### src/rtl/mmp_modexp_pkg.sv
// Shared encodings for the modular-exponentiation sequencer: operand sources,
// result destinations, FSM states and the per-state multiplier select lookup.
package mmp_modexp_pkg;

    localparam logic [2:0] SRC_BASE = 3'd0;
    localparam logic [2:0] SRC_R2   = 3'd1;
    localparam logic [2:0] SRC_ONE  = 3'd2;
    localparam logic [2:0] SRC_ACC  = 3'd3;
    localparam logic [2:0] SRC_XM   = 3'd4;

    localparam logic [1:0] DST_XM     = 2'd0;
    localparam logic [1:0] DST_ACC    = 2'd1;
    localparam logic [1:0] DST_RESULT = 2'd2;

    typedef enum logic [3:0] {
        ST_IDLE,
        ST_PRE_X,
        ST_PRE_A,
        ST_FETCH,
        ST_FWAIT,
        ST_SQR,
        ST_MUL,
        ST_POST,
        ST_DONE
    } state_e;

    typedef struct packed {
        logic [2:0] x;
        logic [2:0] y;
        logic [1:0] dst;
    } op_sel_t;

    // Non-multiply states park the selects at zero.
    function automatic op_sel_t op_sel(state_e st);
        op_sel_t s;
        s = '0;
        case (st)
            ST_PRE_X: s = '{x: SRC_BASE, y: SRC_R2,  dst: DST_XM};
            ST_PRE_A: s = '{x: SRC_ONE,  y: SRC_R2,  dst: DST_ACC};
            ST_SQR:   s = '{x: SRC_ACC,  y: SRC_ACC, dst: DST_ACC};
            ST_MUL:   s = '{x: SRC_ACC,  y: SRC_XM,  dst: DST_ACC};
            ST_POST:  s = '{x: SRC_ACC,  y: SRC_ONE, dst: DST_RESULT};
            default:  s = '0;
        endcase
        return s;
    endfunction

    function automatic logic is_mm_state(state_e st);
        return (st == ST_PRE_X) || (st == ST_PRE_A) || (st == ST_SQR) ||
               (st == ST_MUL)   || (st == ST_POST);
    endfunction

endpackage

### src/rtl/mmp_modexp_if.sv
// Multiplier handshake and exponent-memory read port between the sequencer
// (master) and the multiplier core with its operand/exponent RAMs (slave).
interface mmp_modexp_if #(
    parameter int N      = 32,
    parameter int K      = 128,
    parameter int ADDR_W = $clog2(N)
) ();

    logic              mm_req;
    logic              mm_end;
    logic [2:0]        mm_x_sel;
    logic [2:0]        mm_y_sel;
    logic [1:0]        mm_dst_sel;
    logic [ADDR_W-1:0] exp_rd_addr;
    logic [K-1:0]      exp_rd_data;

    modport master (
        output mm_req, mm_x_sel, mm_y_sel, mm_dst_sel, exp_rd_addr,
        input  mm_end, exp_rd_data
    );

    modport slave (
        input  mm_req, mm_x_sel, mm_y_sel, mm_dst_sel, exp_rd_addr,
        output mm_end, exp_rd_data
    );

endinterface

### src/rtl/mmp_modexp_ebit.sv
// Exponent bit streamer: remaining-bit counter, word address, MSB-aligned
// shift register and the flags the sequencer needs to walk bits MSB first.
module mmp_modexp_ebit
    import mmp_modexp_pkg::*;
#(
    parameter int N      = 32,
    parameter int K      = 128,
    parameter int ADDR_W = $clog2(N),
    parameter int LEN_W  = $clog2(N*K) + 1
) (
    input  logic              clk,
    input  logic              rst_n,
    input  logic              load,
    input  logic [LEN_W-1:0]  exp_len,
    input  logic              fetch,
    input  logic              word_load,
    input  logic              step,
    input  logic [K-1:0]      rd_data,
    output logic [ADDR_W-1:0] rd_addr,
    output logic              cur_bit,
    output logic              zero,
    output logic              last,
    output logic              wrap
);

    localparam int                KW      = $clog2(K);
    localparam logic [LEN_W-1:0]  MAX_LEN = LEN_W'(N * K);

    logic [LEN_W-1:0]  b_q, b_d;
    logic [ADDR_W-1:0] addr_q, addr_d;
    logic [K-1:0]      shreg_q, shreg_d;
    logic [LEN_W-1:0]  idx;
    logic [LEN_W-1:0]  idx_next;
    logic [KW-1:0]     shamt;

    assign idx      = b_q - LEN_W'(1);
    assign idx_next = b_d - LEN_W'(1);
    // Shifting left by (K-1 - i%K) puts the current bit at the MSB.
    assign shamt    = KW'(K - 1) - KW'(idx);

    always_comb begin
        b_d     = b_q;
        addr_d  = addr_q;
        shreg_d = shreg_q;
        if (load) begin
            b_d     = (exp_len > MAX_LEN) ? MAX_LEN : exp_len;
            addr_d  = '0;
            shreg_d = '0;
        end else begin
            if (step) begin
                b_d     = b_q - LEN_W'(1);
                shreg_d = shreg_q << 1;
            end
            if (word_load) begin
                shreg_d = rd_data << shamt;
            end
            if (fetch) begin
                addr_d = ADDR_W'(idx_next >> KW);
            end
        end
    end

    always_ff @(posedge clk or negedge rst_n) begin
        if (!rst_n) begin
            b_q     <= '0;
            addr_q  <= '0;
            shreg_q <= '0;
        end else begin
            b_q     <= b_d;
            addr_q  <= addr_d;
            shreg_q <= shreg_d;
        end
    end

    assign rd_addr = addr_q;
    assign cur_bit = shreg_q[K-1];
    assign zero    = (b_q == '0);
    assign last    = (b_q == LEN_W'(1));
    // Bit index 0 of a word is the last one before the next (lower) word.
    assign wrap    = (KW'(idx) == '0);

endmodule

### src/rtl/mmp_modexp_ctrl.sv
// Left-to-right binary modular exponentiation sequencer driving a single
// Montgomery multiplier over a level-request / pulse-done handshake.
module mmp_modexp_ctrl
    import mmp_modexp_pkg::*;
#(
    parameter int N      = 32,
    parameter int K      = 128,
    parameter int ADDR_W = $clog2(N),
    parameter int LEN_W  = $clog2(N*K) + 1
) (
    input  logic             clk,
    input  logic             rst_n,
    input  logic             task_req,
    input  logic [LEN_W-1:0] exp_len,
    output logic             busy,
    output logic             task_end,
    mmp_modexp_if.master     mm_bus
);

    state_e   state_q, state_d;
    logic     mm_req_q, mm_req_d;
    logic     busy_q, busy_d;
    logic     task_end_q, task_end_d;
    op_sel_t  sel_q, sel_d;

    logic     advance;
    logic     bit_done;
    logic     load, fetch, word_load, step;
    logic     cur_bit, zero, last, wrap;

    logic [ADDR_W-1:0] rd_addr;

    mmp_modexp_ebit #(
        .N      (N),
        .K      (K),
        .ADDR_W (ADDR_W),
        .LEN_W  (LEN_W)
    ) u_ebit (
        .clk       (clk),
        .rst_n     (rst_n),
        .load      (load),
        .exp_len   (exp_len),
        .fetch     (fetch),
        .word_load (word_load),
        .step      (step),
        .rd_data   (mm_bus.exp_rd_data),
        .rd_addr   (rd_addr),
        .cur_bit   (cur_bit),
        .zero      (zero),
        .last      (last),
        .wrap      (wrap)
    );

    // A done pulse only counts while a request is actually outstanding.
    assign advance = mm_req_q & mm_bus.mm_end;

    always_comb begin
        state_d    = state_q;
        mm_req_d   = mm_req_q;
        busy_d     = busy_q;
        task_end_d = 1'b0;
        load       = 1'b0;
        fetch      = 1'b0;
        word_load  = 1'b0;
        step       = 1'b0;
        bit_done   = 1'b0;

        if (advance) begin
            mm_req_d = 1'b0;
        end else if (is_mm_state(state_q) && !mm_req_q) begin
            mm_req_d = 1'b1;
        end

        unique case (state_q)
            ST_IDLE: begin
                if (task_req) begin
                    state_d  = ST_PRE_X;
                    mm_req_d = 1'b1;
                    busy_d   = 1'b1;
                    load     = 1'b1;
                end
            end
            ST_PRE_X: begin
                if (advance) state_d = ST_PRE_A;
            end
            ST_PRE_A: begin
                if (advance) begin
                    if (zero) begin
                        state_d = ST_POST;
                    end else begin
                        state_d = ST_FETCH;
                        fetch   = 1'b1;
                    end
                end
            end
            ST_FETCH: begin
                state_d = ST_FWAIT;
            end
            ST_FWAIT: begin
                word_load = 1'b1;
                state_d   = ST_SQR;
                mm_req_d  = 1'b1;
            end
            ST_SQR: begin
                if (advance) begin
                    if (cur_bit) state_d = ST_MUL;
                    else         bit_done = 1'b1;
                end
            end
            ST_MUL: begin
                if (advance) bit_done = 1'b1;
            end
            ST_POST: begin
                if (advance) begin
                    state_d    = ST_DONE;
                    task_end_d = 1'b1;
                    busy_d     = 1'b0;
                end
            end
            ST_DONE: begin
                state_d = ST_IDLE;
            end
            default: begin
                state_d = ST_IDLE;
            end
        endcase

        // Retire the current bit and pick the next step of the bit loop.
        if (bit_done) begin
            step = 1'b1;
            if (last) begin
                state_d = ST_POST;
            end else if (wrap) begin
                state_d = ST_FETCH;
                fetch   = 1'b1;
            end else begin
                state_d = ST_SQR;
            end
        end

        sel_d = op_sel(state_d);
    end

    always_ff @(posedge clk or negedge rst_n) begin
        if (!rst_n) begin
            state_q    <= ST_IDLE;
            mm_req_q   <= 1'b0;
            busy_q     <= 1'b0;
            task_end_q <= 1'b0;
            sel_q      <= '0;
        end else begin
            state_q    <= state_d;
            mm_req_q   <= mm_req_d;
            busy_q     <= busy_d;
            task_end_q <= task_end_d;
            sel_q      <= sel_d;
        end
    end

    assign busy               = busy_q;
    assign task_end           = task_end_q;
    assign mm_bus.mm_req      = mm_req_q;
    assign mm_bus.mm_x_sel    = sel_q.x;
    assign mm_bus.mm_y_sel    = sel_q.y;
    assign mm_bus.mm_dst_sel  = sel_q.dst;
    assign mm_bus.exp_rd_addr = rd_addr;

endmodule

### src/flat_wrapper.sv
// flat-port wrapper written by rule: the top's interface ports become plain ports
module mmp_modexp_ctrl_flat import mmp_modexp_pkg::*;
#(
    parameter int N      = 32,
    parameter int K      = 128,
    parameter int ADDR_W = $clog2(N),
    parameter int LEN_W  = $clog2(N*K) + 1
)
  (clk, rst_n, task_req, exp_len, busy, task_end, mm_bus_mm_req, mm_bus_mm_x_sel, mm_bus_mm_y_sel, mm_bus_mm_dst_sel, mm_bus_exp_rd_addr, mm_bus_mm_end, mm_bus_exp_rd_data);
  mmp_modexp_if #(.N(N), .K(K), .ADDR_W(ADDR_W)) mm_bus_i ();
  input  logic clk;
  input  logic rst_n;
  input  logic task_req;
  input  logic [LEN_W-1:0] exp_len;
  output logic busy;
  output logic task_end;
  output wire logic [$bits(mm_bus_i.mm_req)-1:0] mm_bus_mm_req;
  output wire logic [$bits(mm_bus_i.mm_x_sel)-1:0] mm_bus_mm_x_sel;
  output wire logic [$bits(mm_bus_i.mm_y_sel)-1:0] mm_bus_mm_y_sel;
  output wire logic [$bits(mm_bus_i.mm_dst_sel)-1:0] mm_bus_mm_dst_sel;
  output wire logic [$bits(mm_bus_i.exp_rd_addr)-1:0] mm_bus_exp_rd_addr;
  input wire logic [$bits(mm_bus_i.mm_end)-1:0] mm_bus_mm_end;
  input wire logic [$bits(mm_bus_i.exp_rd_data)-1:0] mm_bus_exp_rd_data;
  assign mm_bus_mm_req = mm_bus_i.mm_req;
  assign mm_bus_mm_x_sel = mm_bus_i.mm_x_sel;
  assign mm_bus_mm_y_sel = mm_bus_i.mm_y_sel;
  assign mm_bus_mm_dst_sel = mm_bus_i.mm_dst_sel;
  assign mm_bus_exp_rd_addr = mm_bus_i.exp_rd_addr;
  assign mm_bus_i.mm_end = mm_bus_mm_end;
  assign mm_bus_i.exp_rd_data = mm_bus_exp_rd_data;
  mmp_modexp_ctrl #(.N(N), .K(K), .ADDR_W(ADDR_W), .LEN_W(LEN_W)) u_core (.clk(clk), .rst_n(rst_n), .task_req(task_req), .exp_len(exp_len), .busy(busy), .task_end(task_end), .mm_bus(mm_bus_i));
endmodule
### config.mk
export PLATFORM = sky130hd
export DESIGN_NAME = mmp_modexp_ctrl_flat
export DESIGN_NICKNAME = d
export VERILOG_FILES = /design/src/rtl/mmp_modexp_pkg.sv /design/src/rtl/mmp_modexp_if.sv /design/src/rtl/mmp_modexp_ebit.sv /design/src/rtl/mmp_modexp_ctrl.sv /design/src/flat_wrapper.sv
export SDC_FILE = /design/constraint.sdc
export NUM_CORES = 1
export LEC_CHECK = 0
export BUFFER_PORTS_ARGS = -buffer_cell sky130_fd_sc_hd__buf_2
export CORE_MARGIN = 2
export CORE_UTILIZATION = 35
export CTS_BUF_LIST = sky130_fd_sc_hd__clkbuf_8 sky130_fd_sc_hd__clkbuf_16
export DETAILED_ROUTE_END_ITERATION = 8
export PLACE_DENSITY_LB_ADDON = 0.05
export SLEW_MARGIN = 10
export SYNTH_ARGS = -nofsm -noshare
export SYNTH_HDL_FRONTEND = slang
export SYNTH_HIERARCHICAL = 1
export SYNTH_SLANG_ARGS = --single-unit
### constraint.sdc
create_clock -name clk -period 5.95 [get_ports clk]
set_input_delay 0.595 -clock clk [delete_from_list [all_inputs] [get_ports clk]]
set_output_delay 0.595 -clock clk [all_outputs]
set_load 0.01 [all_outputs]
Word level (Yosys, flattened, before mapping). Index checks and enable logic that the tools add are counted.

Equality and inequality tests: 15. Mux-type cells: 42. Shift operators: 1. Reductions and logical operators: 13. Magnitude comparators: 1. Add/subtract/negate cells: 3. Bitwise logic cells: 1.

Operators by type and width (count): 2-to-1 mux 128 bit (3); << shifter 128 x 7 -> 128 bit (1); 2-to-1 mux 13 bit (3); one-hot mux 7 bit (5 select lines) (1); 2-to-1 mux 4 bit (8); one-hot mux 4 bit (8 select lines) (1); equality test 4 x 3 -> 1 bit, second input constant (7); 2-to-1 mux 1 bit (19); equality test 13 x 1 -> 1 bit, second input constant (1); greater-than comparator 13 bit, second input constant (1); zero test 13 bit (1); subtractor 13 x 1 -> 13 bit, second input constant (1); equality test 4 x 2 -> 1 bit, second input constant (3); subtractor 12 x 1 -> 12 bit, second input constant (1); 2-to-1 mux 5 bit (2); equality test 4 x 1 -> 1 bit, second input constant (2); zero test 7 bit (1); subtractor 7 bit, first input constant (1); 2-to-1 mux 3 bit (2); one-hot mux 1 bit (2 select lines) (3); zero test 4 bit (1); logical OR 1 bit (4); nonzero test 2 bit (2); AND reduction 3 bit (1); other kinds (6) (6).

Word-level logic and storage cells: 86. Bits in registers: 160. Bits of input ports: 145. Output and inout port bits: 16.

Logic depth before layout (Yosys ltp).
Word-level depth: 10. Mapped depth: 19. Mapped depth without buffers: 12.

Modules after synthesis. Netlist, hierarchy kept.

Modules (own cells, without submodules): mmp_modexp_ebit (times used 1, sequential area each 3653.5 µm², cells each 1838, area each 17025.1 µm²); mmp_modexp_ctrl (times used 1, sequential area each 350.3 µm², cells each 75, area each 783.3 µm²).

Worst setup path before layout. No wires, ideal clock.

Path kind: register to register. Start: reg u_core.u_ebit.b_q[0]. End: reg u_core.u_ebit.addr_q[1] (netlist: u_core/u_ebit/rd_addr[1]). Buffers on the path: 8. Setup slack: 1.123 ns. Clock period less this slack: 4.827 ns. Arrival: 4.717 ns. Stages on the path, launching flop included: 19. Data required time: 5.840 ns. Setup time: 0.110 ns. Cells stage by stage: dfrtp_1 buf_2 inv_1 buf_2 buf_2 buf_1 ha_1 buf_4 nor3b_2 xnor2_1 clkbuf_1 clkbuf_1 nand2_1 nor4_1 or2b_1 o21ai_1 clkbuf_1 inv_1 o41ai_1.

Elaborated cells on any way between the ends: 16. Classes of those cells: 2 x add/sub; 1 x eq/ne; 10 x mux; 3 x reduce/logical.

RTL lines: from (decl) (line mmp_modexp_ebit.sv:29) `logic [LEN_W-1:0] b_q, b_d;`; from (signal assigned) (line mmp_modexp_ebit.sv:65) `b_q <= '0;`; from (signal assigned) (line mmp_modexp_ebit.sv:69) `b_q <= b_d;`; subtractor 13 x 1 -> 13 bit (line mmp_modexp_ebit.sv:51) `b_d = b_q - LEN_W'(1);`; zero test 7 bit (line mmp_modexp_ebit.sv:80) `assign wrap = (KW'(idx) == '0);`; via u_core.wrap (line mmp_modexp_ctrl.sv:29) `logic cur_bit, zero, last, wrap;`; 2-to-1 mux 1 bit (line mmp_modexp_ctrl.sv:133) `end else if (wrap) begin`; 2-to-1 mux 1 bit (line mmp_modexp_ctrl.sv:131) `if (last) begin`; 2-to-1 mux 1 bit (line mmp_modexp_ctrl.sv:129) `if (bit_done) begin`; via u_core.fetch (line mmp_modexp_ctrl.sv:28) `logic load, fetch, word_load, step;`; nonzero test 2 bit (no source line); to (signal assigned) (line mmp_modexp_ebit.sv:70) `addr_q <= addr_d;`; to (decl) (line mmp_modexp_ebit.sv:30) `logic [ADDR_W-1:0] addr_q, addr_d;`.

The timed path passes the listed nets, and every way through them passes these cells. The select of a mux whose other input is x is not followed. A chain may end at the register's enable or synchronous reset.

Worst setup path after layout.
Start: reg u_core.u_ebit.b_q[0]. End: reg u_core.u_ebit.shreg_q[112].

Cells in the longest elaborated chain, start to end: 5.

Ends and longest elaborated chain: subtractor 13 x 1 -> 13 bit; subtractor 7 bit (line mmp_modexp_ebit.sv:39) `assign shamt = KW'(K - 1) - KW'(idx);`; << shifter 128 x 7 -> 128 bit (line mmp_modexp_ebit.sv:55) `shreg_d = rd_data << shamt;`; 2-to-1 mux 128 bit (line mmp_modexp_ebit.sv:54) `if (word_load) begin`; 2-to-1 mux 128 bit (line mmp_modexp_ebit.sv:45) `if (load) begin`; to (signal assigned) (line mmp_modexp_ebit.sv:71) `shreg_q <= shreg_d;`; to (decl) (line mmp_modexp_ebit.sv:31) `logic [K-1:0] shreg_q, shreg_d;`.

Every way passes these cells.

==> flow_summary.json <==
{
  "htree_num_levels": 4,
  "grt_start_max_net_pins": 73,
  "ctsResizeCount": 0,
  "max-cap-violations": 0,
  "fp-row-count": 82,
  "initial_core_util_pct": 35.50,
  "cp_slowest_cell": "buf_4",
  "routed_wl_um": 75470,
  "die_area_mm2": 0.05270,
  "cts_tree": "built",
  "r2r-start": "u_core/u_ebit/b_q[0]",
  "fp.dieH_um": 229.6,
  "die_w_um": 229.6,
  "cts_sinks": 160,
  "ys_ff_latch": 160,
  "synth_flop_cell": "dfrtp_1",
  "cts_buffer_depth": 2,
  "nets": 2109,
  "synth_edf_count": 0,
  "ff2ff_setup_slack_ps": 1470,
  "slew_violations": 0,
  "hold_violations": 0,
  "fmax_ghz": 0.2234,
  "r2r_cells": 8,
  "postCtsHoldBufs": 0,
  "antenna_cells": 0,
  "synth_nets": 2062,
  "yosysSeqAreaShare_pct": 22.48,
  "finalSetupTns_ps": 0,
  "postSynthCellCount": 1913,
  "synth_top_area_share_pct": 22.48,
  "worst_ep_arrival_time_ps": 4780,
  "synth_area_leaders": "dfrtp_1 (22%), mux4_2 (18%), mux2i_1 (11%)",
  "postRouteAntennaNets": 0,
  "cts_root_buffer": "clkbuf_16",
  "async_reset_ff_share_pct": 100.0,
  "path_cells": "buf_4, buf_4, mux4_2, mux2_2, o21ai_0, nor2_1, nor3_1, o31ai_1",
  "clock_latency_ps": 460,
  "firstDrtPassIters": 6,
  "cp.depth": 8,
  "cts-buffers-inserted": 17,
  "syn_area_mm2": 0.01781,
  "hold_path.class": "primary input to async pin",
  "finalCriticalPeriod_ps": 4477,
  "path_clk_slew_ps": 60,
  "max_stage_delay_ps": 810,
  "drtIter0Drc": 1752,
  "critPathBufInv": 2,
  "synth_cell_types": 91,
  "drive_above_1_share_pct": 28.85,
  "start_kind": "flip-flop",
  "relSlewSlack_pct": 15.81,
  "gr-total-overflow": 0,
  "cp_top_family": "buffers and inverters",
  "clock_skew_ps": 17.20,
  "track_usage_pct": 28.48,
  "hpwl_um": 57250,
  "syn_avg_cell_area_um2": 9.309,
  "wl_per_cell_um": 28.54,
  "via_count": 16720,
  "worstPathRequired_ps": 6250,
  "critPathKind": "flip-flop to flip-flop",
  "status": "complete, no violations",
  "rsz0062_at_grt": "false",
  "antenna_found_initial": 2,
  "post-route-period-util_pct": 75.25,
  "synth_warnings": 6,
  "drc": 0,
  "post_cts_buffers": 0,
  "portBuffers": 159,
  "startpoint": "u_core/u_ebit/b_q[0]",
  "dpl_cell_area_mm2": 0.01912,
  "grt_pass1_wl_um": 112300,
  "first_global_vias": 16260,
  "path_max_fanout": 63,
  "setup_violations": 0,
  "r2r-end": "u_core/u_ebit/shreg_q[112]",
  "tightest_slew_ps": 1250,
  "yosysTopAreaCell": "dfrtp_1",
  "stdcell_area_mm2": 0.01969,
  "crit_top_cell": "buf_4",
  "synth_common_cells": "mux2i_1 (198), nor2_1 (173), nand2_1 (168), a21oi_1 (163), dfrtp_1 (160)",
  "coreArea_mm2": 0.05017,
  "syn2layout_area_growth_pct": 10.55,
  "yosysMostFrequentCell": "mux2i_1",
  "place_congestion": 0.9256,
  "worstSetupEndpointType": "flip-flop",
  "vias_per_cell": 6.324,
  "ioPinCount": 161
}
-- cell families (layout without fill, tap and decap cells) --
group	after synthesis	in the layout	share of synthesized area, %
xor+xnor	18	18	0.9274
other cells	1	1	0.02106
flops	160	160	22.48
compound gates	520	520	19.45
simple gates	517	517	13.34
fa+ha+maj	4	4	0.2810
buf+inv	220	279	6.007
mux	473	473	37.50
-- worst max-delay path by stage --
stage / to / slack [ps]
detailed placement: u_core/u_ebit/shreg_q[113] / 1620
floorplan: u_core/u_ebit/rd_addr[1] / 1120
CTS: u_core/u_ebit/shreg_q[113] / 1570
global route: u_core/u_ebit/shreg_q[113] / 1120
finish: u_core/u_ebit/shreg_q[112] / 1470
global placement: u_core/u_ebit/shreg_q[112] / 1650
-- routing by layer --
layer	global-route usage [%]	share of wire (%)	routed length, µm	vias up
met5	0	0	0	-
met4	9.781	3.2	2382	0
met3	5.553	7.9	5976	103
met2	41.06	43	32370	711
met1	42.13	46	34740	8484
li1	-	-	-	7422
-- placed cells by master, fill, tap and decap left out, drive strengths merged, types with 55 or more instances in the layout --
| cell | count |
|---|---|
| mux2i | 198 |
| nor3 | 55 |
| a21oi | 164 |
| o21ai | 96 |
| buf | 214 |
| nand2 | 169 |
| dfrtp | 160 |
| nor2 | 174 |
| mux2 | 133 |
| mux4 | 142 |
-- state kept, by name (all words and copies together), names as in the netlist, 2 cells and up --
register / flops
u_core/u_ebit/b_q: 13
u_core/u_ebit/shreg_q: 128
u_core/mm_bus.mm_dst_sel: 2
u_core/u_ebit/rd_addr: 5
u_core/mm_bus.mm_y_sel: 3
u_core/state_q: 4
u_core/mm_bus.mm_x_sel: 2
-- per-stage QoR --
step	worst slack (ps)	hold WS (ps)	cells	util (%)
3_5_place_dp	1623	456.6	2613	38.12
2_1_floorplan	1123	299.4	1913	-
6_report	1473	19.13	2644	39.24
5_1_grt	1118	27.30	2644	39.24
3_3_place_gp	1649	458.5	2613	38.12
4_1_cts	1568	5.551	2644	39.24
-- final cells by class --
class,count,area [µm²]
fill,5069,30480
tap,672,840.8
inverter,34,135.1
sequential,160,4008
multi-input combinational,1533,12860
clock inverter,13,125.1
clock buffer,18,439.2
timing repair buffer,214,1277
Power is left out: the tool's default activity adds up to more than one toggle a clock period on the data nets, which glitch-free logic cannot reach.
